<file path="config.mk">
export PLATFORM = sky130hd
export DESIGN_NAME = unum4_multiply_flat
export DESIGN_NICKNAME = d
export VERILOG_FILES = /design/src/rtl/unum4_multiply_if.sv /design/src/rtl/unum4_multiply.sv /design/src/flat_wrapper.sv
export SDC_FILE = /design/constraint.sdc
export NUM_CORES = 1
export LEC_CHECK = 0
export CORE_UTILIZATION = 40
export CTS_BUF_LIST = sky130_fd_sc_hd__clkbuf_16
export DETAILED_ROUTE_END_ITERATION = 6
export DONT_BUFFER_PORTS = 1
export GPL_TIMING_DRIVEN = 0
export HOLD_SLACK_MARGIN = 0.03
export SLEW_MARGIN = 20
export SYNTH_ARGS = -nofsm -noshare
export SYNTH_HDL_FRONTEND = slang
export SYNTH_SLANG_ARGS = --single-unit
export TNS_END_PERCENT = 100
</file>
<file path="constraint.sdc">
create_clock -name clk -period 15.7 [get_ports clk]
set_input_delay 0.785 -clock clk [delete_from_list [all_inputs] [get_ports clk]]
set_output_delay 0.785 -clock clk [all_outputs]
set_load 0.01 [all_outputs]
</file>
<file path="src/rtl/unum4_multiply_if.sv">
// Operand/result bundle for the unum4 multiplier: start strobe plus operands in,
// busy/done handshake plus normalized product and flags out.
interface unum4_multiply_if #(
  parameter int MAN_MAX_W = 29,
  parameter int EXP_MAX_W = 16
);
  logic                 start;
  logic [MAN_MAX_W-1:0] m_a;
  logic [MAN_MAX_W-1:0] m_b;
  logic [EXP_MAX_W-1:0] e_a;
  logic [EXP_MAX_W-1:0] e_b;
  logic                 busy;
  logic                 done;
  logic [MAN_MAX_W-1:0] m_o;
  logic [EXP_MAX_W-1:0] e_o;
  logic                 over;
  logic                 under;
  logic                 zero;

  modport master (
    output start, m_a, m_b, e_a, e_b,
    input  busy, done, m_o, e_o, over, under, zero
  );

  modport slave (
    input  start, m_a, m_b, e_a, e_b,
    output busy, done, m_o, e_o, over, under, zero
  );
endinterface

</file>
<file path="src/rtl/unum4_multiply.sv">
// Radix-2 shift-add mantissa/exponent multiplier; fixed W+2 edges from accept to done.
// start is only sampled in IDLE, so requests during an operation are dropped.
module unum4_multiply #(
  parameter int MAN_MAX_W = 29,
  parameter int EXP_MAX_W = 16
) (
  input  logic                clk,
  input  logic                rst,
  unum4_multiply_if.slave     bus
);
  localparam int W  = MAN_MAX_W;
  localparam int E  = EXP_MAX_W;
  localparam int XW = E + 2;
  localparam int PW = 2 * W;
  localparam int CW = $clog2(W + 1);
  localparam int KW = $clog2(PW + 1);
  localparam logic signed [XW-1:0] EMAX = XW'((1 << (E - 1)) - 1);
  localparam logic signed [XW-1:0] EMIN = ~EMAX;

  typedef enum logic [1:0] {IDLE, MUL, NORM, OUT} state_t;

  state_t                state_q, state_d;
  logic                  sign_q, sign_d;
  logic                  zero_op_q, zero_op_d;
  logic [PW-1:0]         mcand_q, mcand_d;
  logic [W-1:0]          mplier_q, mplier_d;
  logic [PW-1:0]         p_q, p_d;
  logic [CW-1:0]         count_q, count_d;
  logic signed [XW-1:0]  esum_q, esum_d;
  logic [W-1:0]          m_n_q, m_n_d;
  logic signed [XW-1:0]  e_n_q, e_n_d;
  logic                  busy_q, busy_d;
  logic                  done_q, done_d;
  logic [W-1:0]          m_o_q, m_o_d;
  logic [E-1:0]          e_o_q, e_o_d;
  logic                  over_q, over_d;
  logic                  under_q, under_d;
  logic                  zero_q, zero_d;

  logic [W-1:0]          a_abs, b_abs;
  logic [KW-1:0]         lz;
  logic [W-2:0]          mag;
  logic signed [XW-1:0]  e_calc;

  always_ff @(posedge clk) begin
    if (rst) begin
      state_q   <= IDLE;
      sign_q    <= 1'b0;
      zero_op_q <= 1'b0;
      mcand_q   <= '0;
      mplier_q  <= '0;
      p_q       <= '0;
      count_q   <= '0;
      esum_q    <= '0;
      m_n_q     <= '0;
      e_n_q     <= '0;
      busy_q    <= 1'b0;
      done_q    <= 1'b0;
      m_o_q     <= '0;
      e_o_q     <= '0;
      over_q    <= 1'b0;
      under_q   <= 1'b0;
      zero_q    <= 1'b0;
    end else begin
      state_q   <= state_d;
      sign_q    <= sign_d;
      zero_op_q <= zero_op_d;
      mcand_q   <= mcand_d;
      mplier_q  <= mplier_d;
      p_q       <= p_d;
      count_q   <= count_d;
      esum_q    <= esum_d;
      m_n_q     <= m_n_d;
      e_n_q     <= e_n_d;
      busy_q    <= busy_d;
      done_q    <= done_d;
      m_o_q     <= m_o_d;
      e_o_q     <= e_o_d;
      over_q    <= over_d;
      under_q   <= under_d;
      zero_q    <= zero_d;
    end
  end

  always_comb begin
    a_abs = bus.m_a[W-1] ? (~bus.m_a + W'(1)) : bus.m_a;
    b_abs = bus.m_b[W-1] ? (~bus.m_b + W'(1)) : bus.m_b;

    // Highest set bit wins, giving the leading-zero count of the product.
    lz = KW'(PW);
    for (int i = 0; i < PW; i++) begin
      if (p_q[i]) lz = KW'(PW - 1 - i);
    end
    mag    = (W-1)'((p_q << lz) >> (W + 1));
    e_calc = esum_q + XW'(2) - XW'(lz);
  end

  always_comb begin
    state_d   = state_q;
    sign_d    = sign_q;
    zero_op_d = zero_op_q;
    mcand_d   = mcand_q;
    mplier_d  = mplier_q;
    p_d       = p_q;
    count_d   = count_q;
    esum_d    = esum_q;
    m_n_d     = m_n_q;
    e_n_d     = e_n_q;
    busy_d    = (state_q == MUL) || (state_q == NORM);
    done_d    = 1'b0;
    m_o_d     = m_o_q;
    e_o_d     = e_o_q;
    over_d    = over_q;
    under_d   = under_q;
    zero_d    = zero_q;

    unique case (state_q)
      IDLE: begin
        if (bus.start) begin
          state_d   = MUL;
          sign_d    = bus.m_a[W-1] ^ bus.m_b[W-1];
          zero_op_d = (bus.m_a == '0) || (bus.m_b == '0);
          mcand_d   = {{W{1'b0}}, a_abs};
          mplier_d  = b_abs;
          p_d       = '0;
          count_d   = CW'(W);
          esum_d    = $signed({{2{bus.e_a[E-1]}}, bus.e_a}) + $signed({{2{bus.e_b[E-1]}}, bus.e_b});
        end
      end
      MUL: begin
        if (mplier_q[0]) p_d = p_q + mcand_q;
        mplier_d = mplier_q >> 1;
        mcand_d  = mcand_q << 1;
        count_d  = count_q - CW'(1);
        if (count_q == CW'(1)) state_d = NORM;
      end
      NORM: begin
        state_d = OUT;
        e_n_d   = e_calc;
        // -0.5 in magnitude form is re-expressed as -1.0 so negatives stay canonical.
        if (sign_q && (mag == {1'b1, {(W-2){1'b0}}})) begin
          m_n_d = {1'b1, {(W-1){1'b0}}};
          e_n_d = e_calc - XW'(1);
        end else if (sign_q) begin
          m_n_d = W'(0) - {1'b0, mag};
        end else begin
          m_n_d = {1'b0, mag};
        end
      end
      OUT: begin
        state_d = IDLE;
        done_d  = 1'b1;
        m_o_d   = '0;
        e_o_d   = '0;
        over_d  = 1'b0;
        under_d = 1'b0;
        zero_d  = 1'b0;
        if (zero_op_q) begin
          zero_d = 1'b1;
        end else if (e_n_q > EMAX) begin
          over_d = 1'b1;
        end else if (e_n_q < EMIN) begin
          under_d = 1'b1;
        end else begin
          m_o_d = m_n_q;
          e_o_d = e_n_q[E-1:0];
        end
      end
      default: state_d = IDLE;
    endcase
  end

  assign bus.busy  = busy_q;
  assign bus.done  = done_q;
  assign bus.m_o   = m_o_q;
  assign bus.e_o   = e_o_q;
  assign bus.over  = over_q;
  assign bus.under = under_q;
  assign bus.zero  = zero_q;
endmodule

</file>
<file path="src/flat_wrapper.sv">
// flat-port wrapper written by rule: the top's interface ports become plain ports
module unum4_multiply_flat 
#(
  parameter int MAN_MAX_W = 29,
  parameter int EXP_MAX_W = 16
)
  (clk, rst, bus_start, bus_m_a, bus_m_b, bus_e_a, bus_e_b, bus_busy, bus_done, bus_m_o, bus_e_o, bus_over, bus_under, bus_zero);
  unum4_multiply_if #(.MAN_MAX_W(MAN_MAX_W), .EXP_MAX_W(EXP_MAX_W)) bus_i ();
  input  logic clk;
  input  logic rst;
  input wire logic [$bits(bus_i.start)-1:0] bus_start;
  input wire logic [$bits(bus_i.m_a)-1:0] bus_m_a;
  input wire logic [$bits(bus_i.m_b)-1:0] bus_m_b;
  input wire logic [$bits(bus_i.e_a)-1:0] bus_e_a;
  input wire logic [$bits(bus_i.e_b)-1:0] bus_e_b;
  output wire logic [$bits(bus_i.busy)-1:0] bus_busy;
  output wire logic [$bits(bus_i.done)-1:0] bus_done;
  output wire logic [$bits(bus_i.m_o)-1:0] bus_m_o;
  output wire logic [$bits(bus_i.e_o)-1:0] bus_e_o;
  output wire logic [$bits(bus_i.over)-1:0] bus_over;
  output wire logic [$bits(bus_i.under)-1:0] bus_under;
  output wire logic [$bits(bus_i.zero)-1:0] bus_zero;
  assign bus_i.start = bus_start;
  assign bus_i.m_a = bus_m_a;
  assign bus_i.m_b = bus_m_b;
  assign bus_i.e_a = bus_e_a;
  assign bus_i.e_b = bus_e_b;
  assign bus_busy = bus_i.busy;
  assign bus_done = bus_i.done;
  assign bus_m_o = bus_i.m_o;
  assign bus_e_o = bus_i.e_o;
  assign bus_over = bus_i.over;
  assign bus_under = bus_i.under;
  assign bus_zero = bus_i.zero;
  unum4_multiply #(.MAN_MAX_W(MAN_MAX_W), .EXP_MAX_W(EXP_MAX_W)) u_core (.clk(clk), .rst(rst), .bus(bus_i));
endmodule
</file>
Yosys cells after proc, flatten, opt, wreduce, memory -nomap -nowiden

Cells that the tools add are included.

Register bits: 269
Input port bits: 93

Equality and inequality tests: 8
Add/sub/neg operators: 9
Bitwise operators: 3
Reduce and logical (&&, ||, !) cells: 11
$lt $le $gt $ge: 2
Shifts and indexed selects: 1
Muxes and demuxes: 88

Operator list:

| operator                                                     | count |
|---|---|
| two-way mux 29 bit                                           | 8 |
| one-hot mux 58 bit (2 select lines)                          | 2 |
| two-way mux 6 bit                                            | 32 |
| two-way mux 58 bit                                           | 3 |
| two-way mux 5 bit                                            | 17 |
| adder 29 x 1 -> 29 bit, second input constant                | 2 |
| adder 58 bit                                                 | 1 |
| logical NOT 29 bit                                           | 2 |
| NOT 29 bit                                                   | 2 |
| one-hot mux 29 bit (2 select lines)                          | 1 |
| << shifter 58 x 6 -> 58 bit                                  | 1 |
| two-way mux 16 bit                                           | 3 |
| two-way mux 4 bit                                            | 8 |
| subtractor 1 x 28 -> 29 bit, first input constant            | 1 |
| equality test 28 bit, second input constant                  | 1 |
| adder 18 x 2 -> 18 bit, second input constant                | 1 |
| > comparator 18 x 16 -> 1 bit, second input constant         | 1 |
| less-than comparator 18 x 16 -> 1 bit, second input constant | 1 |
| two-way mux 18 bit                                           | 1 |
| subtractor 18 x 2 -> 18 bit, second input constant           | 1 |
| subtractor 18 x 6 -> 18 bit                                  | 1 |
| adder 16 x 16 -> 17 bit                                      | 1 |
| one-hot mux 5 bit (2 select lines)                           | 1 |
| two-way mux 2 bit                                            | 4 |
| 15 further kinds                                             | 26 |

Longest topological paths before layout

Gate-level depths: netlist (run 1).

Word-level depth: 62
Depth in mapped cells: 31
Depth with buffers taken out: 26

Least setup slack after synthesis (run 1)

OpenSTA, ideal clock, no wires.

Path kind: reg-to-reg
From: register u_core.p_q[7]
To: register u_core.e_n_q[16]
Stages on the path, launching flop included: 29
Library setup time: 0.062 ns
Setup slack: 9.015 ns
Data arrival time: 6.623 ns
Buffers on the path: 6
Path through: dfxtp_1 > buf_4 > or4_4 > o2111a_1 > o21ai_4 > nand3_4 > nand2_8 > inv_6 > buf_6 > buf_6 > buf_6 > buf_6 > buf_2 > ha_1 > ha_1 > a21o_1 > a21oi_1 > o21bai_1 > a21oi_1 > o21bai_1 > a21oi_1 > o311ai_0 > nor4_1 > nand4b_1 > or2_2 > or3b_2 > or2_2 > or4_1 > nand3_1

Word-level cells in the longest chain between the ends: 55

Ends and longest elaborated chain:

| element                                                    | RTL line              | source |
|---|---|---|
| start: declaration                                         | unum4_multiply.sv:27  | `logic [PW-1:0] p_q, p_d;` |
| start signal: assignment                                   | unum4_multiply.sv:70  | `p_q <= p_d;` |
| branches (longest 54 deep; another with two-way mux 5 bit) | n/a                   |  |
| two-way mux 18 bit (*)                                     | unum4_multiply.sv:141 | `if (sign_q && (mag == {1'b1, {(W-2){1'b0}}})) begin` |
| end signal: assignment                                     | unum4_multiply.sv:74  | `e_n_q <= e_n_d;` |
| end: declaration                                           | unum4_multiply.sv:31  | `logic signed [XW-1:0] e_n_q, e_n_d;` |

Mark *: on every way between the ends.
A chain may end at the register's enable or synchronous reset.

Final worst setup path (run 1)

From: register u_core.p_q[10]
To: register u_core.e_n_q[16]

Word-level cells in the longest chain between the ends: 52

Ends and longest elaborated chain:

| element                                                    | RTL line |
|---|---|
| branches (longest 51 deep; another with two-way mux 5 bit) | n/a |
| two-way mux 18 bit (*)                                     | unum4_multiply.sv:141 |

Marked as above.

==> results by group, run 1 <==
Synthesis
  • Distinct cells, synth: 111
  • #FFs+latches synth: approximately 270
  • Post-synthesis area per instance: between 7 and 8 µm²
  • Ys flop type: dfxtp_1
  • Cell count after synthesis: 3158
  • Synth warnings: 0
  • Syn Nets: ~3400
  • Mapped cell area: between 20000 and 25000 µm²
  • Post-synth EDFFs: 0
  • Seq/Total Area, Yosys: between 20% and 30%
  • Async S/R FF share, synth: 0%

Placed design
  • Placed inst area: between 20000 and 25000 µm²
  • Input/output buffers: 0
  • Dpl cells: 3915
  • GP Congestion: approximately 1.1
  • DP Wirelength: 81580 µm

Floorplan
  • Initial core utilization: about two fifths
  • Die span in x: around 240 µm
  • # IOs: about 140
  • Core ar.: approximately 57000 µm²
  • Chip height: around 240 µm
  • # rows: 87
  • Die Area: between 50000 and 60000 µm²

Setup path
  • RR Startpoint: u_core.p_q[10]$_SDFFE_PP0P_
  • Critical Path Source Type: flip-flop
  • Max FO, Critical Path: 10
  • Reg2reg path depth: 24
  • Max incr delay on CP: around 0.83 ns
  • Worst Setup End Kind: flip-flop
  • Critical path arrival: ~9.5 ns
  • Worst path slowest cell: a311oi_1
  • CP most frequent cell: a21oi_1
  • Critical path required time: 16.18 ns
  • Kind of critical path: flip-flop to flip-flop
  • Critical Path Source: u_core.p_q[10]$_SDFFE_PP0P_
  • Crit-path cells: clkbuf_1, nor4_1, o211ai_1, a311oi_1, nor2_1, inv_2, buf_2, buf_2, buf_1, ha_1, ha_1, a21oi_1, o21bai_1, a21oi_1, o21bai_1, a21oi_1, o311ai_0, nor4_1, nand4b_1, or2_2, or3b_2, or2_2, or4_1, nand3_1

Layout
  • Share of layout cells above drive strength 1: between 6 and 7%
  • Area Overhead vs Synth: 8.559%
  • Nets@finish: around 3400
  • Post-layout instance area: 25120 µm²
  • Final Non-Filler Cells: between 3000 and 4000

Min path
  • Hold depth: 2
  • Hold Path Class: input pin to flip-flop
  • Hold Startpoint: bus_m_a[0]

Timing
  • Final hold vios: 0
  • Crit share post-route: 57.55%
  • Fin. max-slew vios: 0
  • Least-Margin Pin Slew: approximately 1.3 ns
  • Setup TNS: 0 ns
  • FMAX: 110.7 MHz
  • Unrepaired setup endpoints after global routing: no
  • Min Clock Period, post-route: between 9 and 10 ns
  • Clock skew: between 0.03 and 0.04 ns
  • Relative slew slack: between 10% and 20%
  • Final setup vio count: 0

Detailed routing
  • Iteration-0 DRC Markers: 2830
  • Post-route ant nets: 0
  • Residual DRC: 0
  • Drt total wl: roughly 100000 µm
  • Via count: between 20000 and 30000
  • Drt wl/cell: ~26 µm
  • DRT Pass-1 Iters: 6
  • DR vias/cell: approximately 6.4

Global routing
  • GRT overflow: 0
  • First-pass GRT wire length: 154100 µm
  • Largest net degree at the start of global routing: 14
  • Initial antenna violation count: 0
  • Vias in the first global route: between 20000 and 25000
  • GRT Total Usage: 34.14%

Power
  • Lkg Pwr: 0.009692 µW
  • Pwr dens: approximately 130 nW/µm²
  • Clk pwr share: between 20% and 30%
  • Net Sw Power: around 1600 µW
  • Sw Ratio: 48.59%
  • Worst vdd ir: a little under 0.09 mV
  • Sequential group share of total power: about a quarter
  • Gate power share: 53.0%
  • Internal power: approximately 1700 µW

Flow run
  • Max cap viols: 0

Clocking
  • H-tree levels: 2
  • Clk slew on worst S/H paths: ~0.080 ns
  • Worst-skew pair later-pin latency: about 0.57 ns
  • # clock sinks: roughly 270
  • CTS max path bufs: 3
  • CTS tree: built
  • # Post-CTS Setup Buffers: 0
  • Total CTS buffers: 34
  • Clock Tree Root: clkbuf_16
  • Post-CTS sizing: 0
  • Post-CTS Hold Buffers: 0

Outcome
  • Status: finished, final reports clean
## critical path, delay by kind of cell (launching register included)
family                   cells  cell delay, ns
buffers and inverters        5            1.82
AND/OR/NAND/NOR              9            3.77
adder cells (fa/ha/maj)      2            0.68
AO/OA/AOI/OAI                8            2.30
flip-flops                   1            0.36
## registers in the layout, indices dropped and copies added (netlist names)
signal            count
u_core.esum_q        17
u_core.bus.busy       1
u_core.bus.m_o       29
u_core.sign_q         1
u_core.bus.e_o       16
u_core.mplier_q      29
u_core.mcand_q       58
u_core.zero_op_q      1
u_core.m_n_q         29
u_core.state_q        2
u_core.p_q           58
u_core.e_n_q         18
u_core.bus.under      1
u_core.bus.zero       1
u_core.count_q        5
u_core.bus.done       1
u_core.bus.over       1
## layer usage
layer  part of all wire [%]  up-vias  global-route usage [%]
met4                    5.9        0                   18.71
li1                       -    11717                       -
met1                     42    12303                   43.61
met3                    7.1      277                   4.597
met2                     45     1228                   55.39
met5                      0        -                       0
## cell usage in the layout, fill, tap and decap left out, drive strengths merged, types with 33 or more instances in the layout
cell type    n
dfxtp      268
a22oi      110
nor3        75
a211oi      36
nand2      376
nor2       299
nor4        39
xnor2       67
o211ai      43
or4         37
mux2i       57
buf         89
nand4       42
and3        33
clkbuf     189
nand2b      37
nor2b       60
o21ai      177
a21oi      263
ha         106
inv        111
xor2        78
or3         37
a21o        41
nand3      110
## metrics by stage
| step | worst slack, ns | total power [µW] | hold slack (ns) | utilization, % |
|---|---|---|---|---|
| after floorplan | 9.015 | 2024 | 0.4254 | - |
| after global placement | 7.116 | 2590 | 0.4385 | 42.39 |
| after detailed placement | 7.070 | 2602 | 0.4432 | 42.43 |
| after CTS | 6.972 | 3336 | 0.3778 | 44.20 |
| after global routing | 6.195 | 3538 | 0.3979 | 44.20 |
| final | 6.665 | 3375 | 0.4063 | 44.21 |
## logic make-up (layout without fill, tap and decap cells)
| kind of cell | Yosys count | in the layout | share of synthesized area (%) |
|---|---|---|---|
| xor+xnor | 145 | 145 | 5.488 |
| simple gates | 1218 | 1218 | 25.95 |
| buf+inv | 345 | 406 | 6.721 |
| flops | 268 | 268 | 23.19 |
| compound gates | 1006 | 1006 | 29.71 |
| mux | 67 | 67 | 2.952 |
| fa+ha+maj | 109 | 109 | 5.991 |
| other cells | 0 | 1 | 0 |
## synth_stat cells (all sizes together), types with 43 or more instances
cell	instances	area, µm²
nand2	376	1428
o211ai	43	322.8
dfxtp	268	5365
clkbuf	154	578.1
xor2	78	683.2
mux2i	57	570.6
nand3	110	573.1
inv	101	384.1
nor2	299	1147
ha	106	1326
a21oi	263	1346
nor3	75	406.7
buf	88	584.3
a22oi	110	830.8
o21ai	177	900.9
nor2b	60	375.4
xnor2	67	586.8
## final cells by class
type | instances | area, µm²
Antenna cell | 1 | 2.502
Buffer | 242 | 1162
Clock buffer | 35 | 875.8
Clock inverter | 25 | 133.9
Fill cell | 5882 | 31700
Inverter | 103 | 392.9
Multi-Input combinational cell | 2545 | 16230
Sequential cell | 268 | 5365
Tap cell | 756 | 945.9
Timing Repair Buffer | 1 | 7.507
## power groups by stage
stage,Clock [µW],Combinational (µW),Sequential [µW]
3_3_place_gp,0,1720,868
6_report,727,1790,859
3_5_place_dp,0,1730,871
2_1_floorplan,0,1190,836
4_1_cts,739,1740,857
5_1_grt,767,1900,869
## final timing paths
| check | endpoint | slack [ns] |
|---|---|---|
| min | u_core.mcand_q[0]$_SDFFE_PP0P_ | 0.41 |
| min reg2reg | u_core.mplier_q[18]$_SDFFE_PP0P_ | 0.45 |
| max | u_core.e_n_q[16]$_SDFFE_PP0P_ | 6.66 |
| max reg2reg | u_core.e_n_q[16]$_SDFFE_PP0P_ | 6.66 |
Note: power is estimated with default switching activity, not from simulation.
==> run 2: changes to the inputs <==
==> constraint.sdc (replaced) <==
create_clock -name clk -period 7.7 [get_ports clk]
set_input_delay 0.385 -clock clk [delete_from_list [all_inputs] [get_ports clk]]
set_output_delay 0.385 -clock clk [all_outputs]
set_load 0.01 [all_outputs]
==> run 2 against run 1 <==
Against the previous run:
- the run now ends with negative setup slack left
- clock skew decreased by 0.00093 ns
- sequential share of layout area decreased by 0.089 points
- clock power increased by 100%
- critical path depth decreased by 6
- first-iteration DRC count decreased by 3.5%
- utilization increased by 0.19 points
- flip-flop and latch count unchanged
- wire length about the same
- critical path type unchanged
==> results by group, run 2 (synthesized netlist as in run 1, its figures left out) <==
Clocking
  • Clock Tree Root: clkbuf_16 (unchanged)
  • CTS tree: built (unchanged)
  • H-tree levels: 2 (unchanged)
  • Total CTS buffers: 34 (unchanged)
  • # clock sinks: 268 (unchanged)
  • CTS max path bufs: 3 (unchanged)
  • Worst-skew pair later-pin latency: 0.57 ns (about the same)
  • Clk slew on worst S/H paths: 0.06 ns (was 0.08 ns)

Timing
  • Final hold vios: 0 (unchanged)
  • Worst hold slack: 0.06632 ns (was 0.4063 ns)
  • Crit share post-route: 100.2% (was 57.55%)
  • Min Clock Period, post-route: 7.717 ns (was 9.035 ns)
  • FMAX: 129.6 MHz (was 110.7 MHz)
  • Fin. max-slew vios: 0 (unchanged)
  • Least-Margin Pin Slew: 1.300 ns (was 1.299 ns)
  • Setup WS post-layout: -0.01692 ns (was 6.665 ns)
  • Relative slew slack: 12.83% (was 12.85%)
  • Clock skew: 0.02952 ns (was 0.03045 ns)
  • Unrepaired setup endpoints after global routing: yes (was no)
  • Final setup vio count: 2 (was 0)

Setup path
  • Crit-path cells: clkbuf_1, nor2b_1, o21ai_0, nand2_1, clkbuf_1, nor2_1, a211oi_1, mux2i_1, a221o_1, a221o_1, nor3_1, o211ai_1, or4b_1, or3_4, or2_1, buf_2, or3_1, nand3_1 (was clkbuf_1, nor4_1, o211ai_1, a311oi_1, nor2_1, inv_2, buf_2, buf_2, buf_1, ha_1, ha_1, a21oi_1, o21bai_1, a21oi_1, o21bai_1, a21oi_1, o311ai_0, nor4_1, nand4b_1, or2_2, or3b_2, or2_2, or4_1, nand3_1)
  • Kind of critical path: flip-flop to flip-flop (unchanged)
  • Top delay family on crit path: simple AND/OR/NAND/NOR gates (unchanged)
  • Worst path buffer plus inverter count: 3 (was 5)
  • Reg2reg path depth: 18 (was 24)
  • FF-to-FF End: u_core.e_n_q[14]$_SDFFE_PP0P_ (was u_core.e_n_q[16]$_SDFFE_PP0P_)
  • Critical Path Source Type: flip-flop (unchanged)
  • Worst R2R Setup Slack: -0.02 ns (was 6.66 ns)
  • Max incr delay on CP: 1.07 ns (was 0.83 ns)
  • Worst Setup End Kind: flip-flop (unchanged)
  • RR Startpoint: u_core.p_q[27]$_SDFFE_PP0P_ (was u_core.p_q[10]$_SDFFE_PP0P_)
  • Worst path slowest cell: a211oi_1 (was a311oi_1)
  • Max FO, Critical Path: 10 (unchanged)
  • Critical path required time: 8.20 ns (was 16.18 ns)
  • Critical path arrival: 8.21 ns (was 9.51 ns)

Layout
  • Biggest regs: u_core.mcand_q: 58 flops, u_core.p_q: 58 flops (unchanged)
  • Share of layout cells above drive strength 1: 6.899% (was 6.462%)
  • Final Non-Filler Cells: 3974 (was 3976)
  • Nets@finish: 3396 (was 3397)
  • Most frequent cells in the layout: nand2_1 (374), nor2_1 (294), dfxtp_1 (268) (was nand2_1 (375), nor2_1 (295), dfxtp_1 (268))
  • Area Overhead vs Synth: 9.014% (was 8.559%)
  • Commonest non-fill, non-tap cell in the layout: nand2_1 (unchanged)
  • Diodes inserted: 0 (was 1)

Placed design
  • DP Wirelength: 81580 µm (unchanged)
  • GP Congestion: 1.086 (unchanged)
  • Input/output buffers: 0 (unchanged)
  • Dpl cells: 3915 (unchanged)

Min path
  • Hold depth: 3 (was 2)
  • Hold Path Class: input pin to flip-flop (unchanged)
  • Hold EP: u_core.mplier_q[28]$_SDFFE_PP0P_ (was u_core.mcand_q[0]$_SDFFE_PP0P_)
  • Hold Startpoint: bus_m_b[27] (was bus_m_a[0])

Floorplan
  • # IOs: 143 (unchanged)
  • Die span in x: 242.5 µm (unchanged)
  • Chip height: 242.5 µm (unchanged)
  • Core ar.: 56820 µm² (unchanged)
  • # rows: 87 (unchanged)
  • Die Area: 58820 µm² (unchanged)
  • Initial core utilization: 40.72% (unchanged)

Power
  • Worst vdd ir: 0.1793 mV (was 0.08829 mV)
  • Pwr dens: 273.3 nW/µm² (was 134.4 nW/µm²)
  • Lkg Pwr: 0.009753 µW (was 0.009692 µW)

Detailed routing
  • Drt wl/cell: 26.04 µm (about the same)
  • Residual DRC: 0 (unchanged)
  • Iteration-0 DRC Markers: 2732 (was 2830)
  • Drt total wl: 103500 µm (about the same)
  • DRT Pass-1 Iters: 6 (unchanged)
  • DR vias/cell: 6.421 (was 6.420)
  • Post-route ant nets: 0 (unchanged)
  • Via count: 25517 (was 25525)

Outcome
  • Status: finished, violations left (was finished, final reports clean)
  • Failing checks: negative setup slack

Global routing
  • Initial antenna violation count: 0 (unchanged)
  • GRT Total Usage: 34.10% (was 34.14%)
  • GRT overflow: 0 (unchanged)
  • Largest net degree at the start of global routing: 20 (was 14)
  • Vias in the first global route: 24380 (was 24440)
  • First-pass GRT wire length: 154000 µm (was 154100 µm)

Flow run
  • Max cap viols: 0 (unchanged)
[run 2: cell count changes in the layout (fill, tap and decap cells not counted), moves of 2 or more]
cell and change:
buf_2 -3, buf_4 +2, clkbuf_1 -5, clkbuf_2 +3, clkbuf_4 +2, nor4_1 -4, nor4_4 +4, o311ai_0 -2
[run 2: area by class of cell]
| class | instances | area, µm² |
|---|---|---|
| Tap cell | 756 | 945.9 |
| Fill cell | 5870 | 31600 |
| Sequential cell | 268 | 5365 |
| Clock buffer | 35 | 875.8 |
| Buffer | 238 | 1155 |
| Inverter | 103 | 392.9 |
| Clock inverter | 25 | 133.9 |
| Timing Repair Buffer | 4 | 32.53 |
| Multi-Input combinational cell | 2545 | 16320 |
[run 2: timing repair]
action | in CTS | in global routing
setup endpoints to repair | 4 | 12
endpoints found under the hold margin | 1 | 0
buffers inserted | 1 | 1
pin swaps | 2 | 1
hold buffers | 1 | 0
gates resized for setup | 13 | 9
[run 2: worst register-to-register path, cell delays in order (launching register included)]
cell	delay (ns)
dfxtp_1	0.33
clkbuf_1	0.52
nor2b_1	0.20
o21ai_0	0.20
nand2_1	0.34
clkbuf_1	0.45
nor2_1	0.09
a211oi_1	1.07
mux2i_1	0.40
a221o_1	0.56
a221o_1	0.38
nor3_1	0.73
o211ai_1	0.39
or4b_1	0.62
or3_4	0.40
or2_1	0.31
buf_2	0.23
or3_1	0.39
nand3_1	0.08
[run 2: per-layer routing]
| layer | vias to the layer above | share of wire [%] | global-route usage, % | routed length [µm] |
|---|---|---|---|---|
| met5 | - | 0 | 0 | 0 |
| met4 | 0 | 6.0 | 18.84 | 6232 |
| met3 | 290 | 6.9 | 4.287 | 7188 |
| met2 | 1237 | 45 | 55.57 | 46860 |
| met1 | 12262 | 42 | 43.50 | 43190 |
| li1 | 11728 | - | - | - |
[run 2: metrics by stage]
step / utilization (%) / power, µW / instance area, µm² / setup WS [ns] / setup TNS (ns)
2_1_floorplan: - / 4126 / 23140 / 1.015 / 0
3_3_place_gp: 42.39 / 5280 / 24090 / -0.8841 / -1.816
3_5_place_dp: 42.43 / 5306 / 24110 / -0.9297 / -2.054
4_1_cts: 44.35 / 6813 / 25200 / 0.03173 / 0
5_1_grt: 44.39 / 7229 / 25230 / -0.2147 / -0.2147
6_report: 44.39 / 6893 / 25230 / -0.01692 / -0.03026
[run 2: report_power, final]
part           total (µW)  leakage, µW  switching (µW)  internal (µW)
Clock                1480     0.000520             651            829
Combinational        3660      0.00706            2520           1140
Sequential           1750      0.00217             173           1580
[run 2: worst max-delay path by stage]
| stage | startpoint | end | slack, ns | cells past startpoint |
|---|---|---|---|---|
| after floorplan | u_core.p_q[7]$_SDFFE_PP0P_ | u_core.e_n_q[16]$_SDFFE_PP0P_ | 1.02 | 28 |
| after global placement | u_core.p_q[10]$_SDFFE_PP0P_ | u_core.e_n_q[16]$_SDFFE_PP0P_ | -0.88 | 24 |
| after detailed placement | u_core.p_q[10]$_SDFFE_PP0P_ | u_core.e_n_q[16]$_SDFFE_PP0P_ | -0.93 | 24 |
| after CTS | u_core.p_q[19]$_SDFFE_PP0P_ | u_core.e_n_q[16]$_SDFFE_PP0P_ | 0.03 | 28 |
| after global routing | u_core.p_q[7]$_SDFFE_PP0P_ | u_core.e_n_q[16]$_SDFFE_PP0P_ | -0.21 | 28 |
| final | u_core.p_q[27]$_SDFFE_PP0P_ | u_core.e_n_q[14]$_SDFFE_PP0P_ | -0.02 | 18 |
